### src/rtl/fpu_pkg.sv
// Shared FPU definitions: normalizer FSM states, status flag payload,
// default field widths, exponent bias and raw-sum bit positions.
package fpu_pkg;

    localparam int unsigned EXP_WIDTH_DEF  = 8;
    localparam int unsigned MANT_WIDTH_DEF = 23;
    localparam int unsigned EXP_BIAS       = (1 << (EXP_WIDTH_DEF - 1)) - 1;

    // Raw-sum layout: carry, hidden, fraction, guard, round, sticky
    localparam int unsigned SUM_WIDTH  = MANT_WIDTH_DEF + 5;
    localparam int unsigned CARRY_BIT  = MANT_WIDTH_DEF + 4;
    localparam int unsigned HIDDEN_BIT = MANT_WIDTH_DEF + 3;
    localparam int unsigned GUARD_BIT  = 2;

    // Same positions for an arbitrary fraction width
    function automatic int unsigned sum_width(input int unsigned mant_width);
        return mant_width + 5;
    endfunction

    function automatic int unsigned carry_bit(input int unsigned mant_width);
        return mant_width + 4;
    endfunction

    function automatic int unsigned hidden_bit(input int unsigned mant_width);
        return mant_width + 3;
    endfunction

    typedef enum logic [1:0] {
        ST_IDLE  = 2'd0,
        ST_NORM  = 2'd1,
        ST_ROUND = 2'd2,
        ST_DONE  = 2'd3
    } state_t;

    typedef struct packed {
        logic overflow;
        logic underflow;
        logic inexact;
    } fp_flags_t;

endpackage

### src/rtl/lead_zero_cnt.sv
// Leading-zero counter (combinational priority encoder).
// Ports:
//   vec      - bits to scan, MSB first
//   count    - number of zeros above the most significant one (WIDTH if none)
//   all_zero - vec has no bit set
module lead_zero_cnt #(
    parameter int unsigned WIDTH = 27,
    parameter int unsigned CW    = $clog2(WIDTH + 1)
) (
    input  logic [WIDTH-1:0] vec,
    output logic [CW-1:0]    count,
    output logic             all_zero
);

    // Scan upward so the most significant set bit is the last to win
    always_comb begin
        count = CW'(WIDTH);
        for (int i = 0; i < WIDTH; i++) begin
            if (vec[i]) begin
                count = CW'(WIDTH - 1 - i);
            end
        end
        all_zero = ~|vec;
    end

endmodule

### src/rtl/fp_normalize_round.sv
// Post-addition normalizer and round-to-nearest-even packer for the FPU adder.
// Ports:
//   clk, arst_n                    - clock, asynchronous active-low reset
//   in_valid/in_ready              - upstream handshake for one raw sum
//   in_sign, in_exp, in_mant       - adder sign, biased common exponent, raw sum
//   out_valid/out_ready            - downstream handshake, result held until taken
//   out_result                     - {sign, exponent, fraction}
//   out_overflow/underflow/inexact - status flags accompanying out_result
module fp_normalize_round
    import fpu_pkg::*;
#(
    parameter int unsigned EXP_WIDTH  = EXP_WIDTH_DEF,
    parameter int unsigned MANT_WIDTH = MANT_WIDTH_DEF
) (
    input  logic                              clk,
    input  logic                              arst_n,
    input  logic                              in_valid,
    output logic                              in_ready,
    input  logic                              in_sign,
    input  logic [EXP_WIDTH-1:0]              in_exp,
    input  logic [MANT_WIDTH+4:0]             in_mant,
    output logic                              out_valid,
    input  logic                              out_ready,
    output logic [EXP_WIDTH+MANT_WIDTH:0]     out_result,
    output logic                              out_overflow,
    output logic                              out_underflow,
    output logic                              out_inexact
);

    localparam int unsigned SW  = sum_width(MANT_WIDTH);
    localparam int unsigned CB  = carry_bit(MANT_WIDTH);
    localparam int unsigned HB  = hidden_bit(MANT_WIDTH);
    localparam int unsigned GB  = GUARD_BIT;
    localparam int unsigned XW  = EXP_WIDTH + 2;
    localparam int unsigned LZW = $clog2(MANT_WIDTH + 5);
    localparam int unsigned RW  = 1 + EXP_WIDTH + MANT_WIDTH;
    localparam int unsigned PW  = MANT_WIDTH + 2;

    state_t                 state_q, state_n;
    logic                   sign_q, sign_n;
    logic signed [XW-1:0]   exp_q, exp_n;
    logic [SW-1:0]          mant_q, mant_n;
    logic                   zero_q, zero_n;
    logic                   in_ready_q, in_ready_n;
    logic                   out_valid_q, out_valid_n;
    logic [RW-1:0]          result_q, result_n;
    fp_flags_t              flags_q, flags_n;

    logic [LZW-1:0]         lz_cnt;
    logic                   lz_all_zero;

    logic                   round_up;
    logic [PW-1:0]          rnd_sum;
    logic signed [XW-1:0]   exp_f;
    logic [MANT_WIDTH-1:0]  frac_f;

    lead_zero_cnt #(
        .WIDTH (SW - 1),
        .CW    (LZW)
    ) u_lzc (
        .vec      (mant_q[CB-1:0]),
        .count    (lz_cnt),
        .all_zero (lz_all_zero)
    );

    // State and datapath registers
    always_ff @(posedge clk or negedge arst_n) begin
        if (!arst_n) begin
            state_q     <= ST_IDLE;
            sign_q      <= 1'b0;
            exp_q       <= '0;
            mant_q      <= '0;
            zero_q      <= 1'b0;
            in_ready_q  <= 1'b1;
            out_valid_q <= 1'b0;
            result_q    <= '0;
            flags_q     <= '0;
        end else begin
            state_q     <= state_n;
            sign_q      <= sign_n;
            exp_q       <= exp_n;
            mant_q      <= mant_n;
            zero_q      <= zero_n;
            in_ready_q  <= in_ready_n;
            out_valid_q <= out_valid_n;
            result_q    <= result_n;
            flags_q     <= flags_n;
        end
    end

    // Next-state and datapath update
    always_comb begin
        state_n     = state_q;
        sign_n      = sign_q;
        exp_n       = exp_q;
        mant_n      = mant_q;
        zero_n      = zero_q;
        out_valid_n = out_valid_q;
        result_n    = result_q;
        flags_n     = flags_q;

        // RNE on the normalized sum: lsb at GB+1, sticky-ored round/sticky below guard
        round_up = mant_q[GB] & (mant_q[GB-1] | mant_q[GB-2] | mant_q[GB+1]);
        rnd_sum  = {1'b0, mant_q[HB:GB+1]} + PW'(round_up);
        // Carry-out means the significand rounded up to 2.0
        exp_f    = rnd_sum[PW-1] ? exp_q + $signed(XW'(1)) : exp_q;
        frac_f   = rnd_sum[PW-1] ? rnd_sum[MANT_WIDTH:1] : rnd_sum[MANT_WIDTH-1:0];

        case (state_q)
            ST_IDLE: begin
                if (in_valid && in_ready_q) begin
                    sign_n  = in_sign;
                    exp_n   = $signed({2'b00, in_exp});
                    mant_n  = in_mant;
                    zero_n  = 1'b0;
                    state_n = ST_NORM;
                end
            end
            ST_NORM: begin
                if (mant_q[CB]) begin
                    // Fold the bit shifted out into sticky
                    mant_n = {1'b0, mant_q[SW-1:2], mant_q[1] | mant_q[0]};
                    exp_n  = exp_q + $signed(XW'(1));
                end else if (lz_all_zero) begin
                    zero_n = 1'b1;
                end else begin
                    mant_n = mant_q << lz_cnt;
                    exp_n  = exp_q - $signed(XW'(lz_cnt));
                end
                state_n = ST_ROUND;
            end
            ST_ROUND: begin
                flags_n = '0;
                if (zero_q) begin
                    result_n = '0;
                end else if (exp_f >= $signed(XW'((1 << EXP_WIDTH) - 1))) begin
                    result_n          = {sign_q, {EXP_WIDTH{1'b1}}, {MANT_WIDTH{1'b0}}};
                    flags_n.overflow  = 1'b1;
                    flags_n.inexact   = 1'b1;
                end else if (exp_f <= $signed(XW'(0))) begin
                    result_n          = {sign_q, {(RW-1){1'b0}}};
                    flags_n.underflow = 1'b1;
                    flags_n.inexact   = 1'b1;
                end else begin
                    result_n        = {sign_q, exp_f[EXP_WIDTH-1:0], frac_f};
                    flags_n.inexact = |mant_q[GB:0];
                end
                out_valid_n = 1'b1;
                state_n     = ST_DONE;
            end
            ST_DONE: begin
                if (out_ready) begin
                    out_valid_n = 1'b0;
                    state_n     = ST_IDLE;
                end
            end
            default: begin
                state_n = ST_IDLE;
            end
        endcase

        in_ready_n = (state_n == ST_IDLE);
    end

    assign in_ready      = in_ready_q;
    assign out_valid     = out_valid_q;
    assign out_result    = result_q;
    assign out_overflow  = flags_q.overflow;
    assign out_underflow = flags_q.underflow;
    assign out_inexact   = flags_q.inexact;

endmodule

### config.mk
export PLATFORM = sky130hd
export DESIGN_NAME = fp_normalize_round
export DESIGN_NICKNAME = d
export VERILOG_FILES = /design/src/rtl/fpu_pkg.sv /design/src/rtl/lead_zero_cnt.sv /design/src/rtl/fp_normalize_round.sv
export SDC_FILE = /design/constraint.sdc
export NUM_CORES = 1
export LEC_CHECK = 0
export BUFFER_PORTS_ARGS = -buffer_cell sky130_fd_sc_hd__buf_4
export CAP_MARGIN = 15
export CORE_MARGIN = 5
export CORE_UTILIZATION = 54
export CTS_CLUSTER_SIZE = 10
export DETAILED_ROUTE_END_ITERATION = 8
export PLACE_DENSITY = 0.75
export SETUP_SLACK_MARGIN = 0.02
export SYNTH_ARGS = -nofsm -noshare
export SYNTH_HDL_FRONTEND = slang
export SYNTH_SLANG_ARGS = --single-unit
### constraint.sdc
create_clock -name clk -period 3.54 [get_ports clk]
set_input_delay 0.354 -clock clk [delete_from_list [all_inputs] [get_ports clk]]
set_output_delay 0.354 -clock clk [all_outputs]
set_load 0.005 [all_outputs]
==> impl_metrics.ini <==
[clock_network]
cts_root_buf = clkbuf_16
htree_num_levels = 3
cts_tree = yes
clk_pin_slew_ps = 70
post_cts_buffers = 0
clock_latency_ps = 350
numCtsBuffers = 9
clockBufferDepth = 2
cts_num_sinks = 79

[synthesis]
synth_area_um2 = 6640
synthArstFlopShare_pct = 100
synth_compound_area_share_pct = 27.8
synth_cell_type_count = 76
synth_most_common_cell = nand2_1
yosysTopAreaCellShare_pct = 29.4
syn_inst = 877
synth.largest_area_cell = dfrtp_1
mappedNetlistNets = 926
post_synth.cell_area_avg_um2 = 7.57
ys_ff_latch = 79
synth_top_family_by_area = compound AO/OA/AOI/OAI gates
synth_xor_area_share_pct = 3.96
synth-simple-area-share_pct = 24.8
synth-edff-count = 0
synth-adder-area-share_pct = 1.62
synthFlopType = dfrtp_1
yosys-top-cells-count = nand2_1 (116), dfrtp_1 (78), nor2_1 (72), a21oi_1 (61), clkbuf_1 (61)
synth.yosys.warnings = 0
seq_area_frac_synth_pct = 29.8
synth.mux.area_fraction_pct = 6.26
synth_area_leaders = dfrtp_1 (29%), nand2_1 (6.6%), a21oi_1 (4.6%)

[floorplanning]
die_area_um2 = 14600
row_count = 40
initial_utilization_pct = 55.3
core_area_um2 = 12000
die_x_um = 121
top_level_ports = 78
die_y_um = 121

[sta]
max_freq_mhz = 295
worst_pin_slew_ps = 1160
finClkSkew_ps = 11.9
setup_tns_ps = 0
slew_headroom_pct = 23.0
slew_violations = 0
rsz0062_at_grt = false
min_period_ps = 3390
finalHoldViolations = 0
setup_violations = 0
finalCritPeriodShare_pct = 95.7

[power_and_ir_drop]
peakVddDrop_v = 0.000425
p_leak_nw = 3.31
total_power_w = 0.00722
power_density_nw_per_um2 = 916

[worst_setup_path]
startpoint_type = flip-flop
cp_max_fo = 14
path_cells = or3_1, o21ai_1, o21a_1, buf_4, mux2_2, o211ai_1, o211ai_1, a211oi_1, a211oi_1
worstPathRequired_ps = 3740
end_kind = flip-flop
crit_arrival_ps = 3590
worstSetupPathType = flip-flop to flip-flop
slowest_delay_ps = 530
critPathSlowestCell = dfrtp_1

[grt]
grt.overflow.total = 0
grt_pass1_vias = 7070
grt_pass1_wl_um = 39100
antenna_found_initial = 0
grt.total_usage_pct = 34.1
grt_max_degree = 80

[layout]
num_antenna_cells = 0
synthToLayoutAreaGrowth_pct = 18.9
drive_above_1_share_pct = 19.8
fin_cells = 1101
final_nets = 998

[drt]
first_iter_violations = 1138
drc = 0
wl_per_cell_um = 23.3
dr.pass1.iters = 8
vias = 7694
via_per_inst = 6.99
wl_um = 25700
antenna_left = 0

[placement]
hpwl_um = 19000
io_buffers = 77
dp_cells = 1085
gp_congestion = 1.02

[outcome]
outcome = finished clean

[worst_hold_path]
hold_class = input port to async pin

[job]
drv_cap = 0
==> cell usage in the layout, fill, tap and decap left out, drive strengths merged, types with 8 or more instances in the layout <==
cell type and instances:
buf 140, nand2 118, o21ai 79, dfrtp 78
nor2 72, a21oi 61, nand3 31, nor3 31
mux2i 28, inv 24, xnor2 21, o211ai 21
nor4 16, nand2b 15, a211oi 15, a22oi 14
o22ai 12, or3 11, mux2 10, a31oi 9
xor2 9, clkbuf 9, nor2b 9, a22o 8
nand4 8
==> kinds of logic after synthesis <==
logic type | after synthesis
AO/OA/AOI/OAI | 283
multiplexers | 39
XOR/XNOR | 30
buffers and inverters | 99
adder cells (fa/ha/maj) | 8
AND/OR/NAND/NOR | 339
flip-flops | 79
==> critical path, delay by kind of cell, from the launching register on <==
kind / cells / cell delay [ps]
buffers and inverters: 1 / 240
flip-flops: 1 / 530
AO/OA/AOI/OAI: 6 / 1580
multiplexers: 1 / 390
AND/OR/NAND/NOR: 1 / 490
==> per-stage QoR <==
step | area (um^2) | worst slack [ps] | util, % | hold slack [ps]
after floorplan | 6640 | 26.3 | - | 58.4
after global placement | 7570 | 287 | 63.0 | 459
after detailed placement | 7570 | 167 | 63.0 | 470
after CTS | 7880 | 119 | 65.6 | 194
after global routing | 7890 | 24.9 | 65.7 | 207
final | 7890 | 153 | 65.7 | 148
==> report_power, final <==
part / switching [W] / internal [W]
Combinational: 0.00258 / 0.00172
Sequential: 0.000616 / 0.00131
Clock: 0.000431 / 0.000563
Total: 0.00363 / 0.00359
==> per-layer routing <==
metal  part of all wire (%)  global-route usage, %
met5                      0                      0
met4                    4.5                   14.3
met3                     12                   7.55
met2                     43                   51.4
met1                     40                   47.3
==> state kept, by name, indices dropped and copies added (netlist names) <==
name           cells
out_result        32
mant_q            28
exp_q             10
state_q            2
in_ready           1
out_inexact        1
out_overflow       1
out_underflow      1
out_valid          1
sign_q             1
zero_q             1
==> path summary, 6_finish.rpt <==
path / slack (ps) / cells after the start / endpoint / from
min: 150 / 1 / mant_q[17] / arst_n
max: 150 / 9 / mant_q[23] / mant_q[21]
max in group asynchronous: 2640 / 1 / mant_q[2] / arst_n
min in group clk: 200 / 3 / sign_q / in_sign
min reg2reg: 480 / 2 / out_result[2] / out_result[2]
max reg2reg: 150 / 9 / mant_q[23] / mant_q[21]
==> area by class of cell <==
type	count	area, um^2
clock inverters	7	86.3
well taps	147	184
repair buffers	140	1050
fillers	994	4120
flip-flops and latches	79	1980
multi-input cells	699	4290
clock buffers	9	225
inverters	20	75.1
==> repair_timing <==
| action | in CTS | in global routing |
|---|---|---|
| endpoints found under the setup margin | 0 | 30 |
| hold buffers | 0 | 0 |
| gates resized for setup | 0 | 4 |
Power figures use the tool's default switching activity.
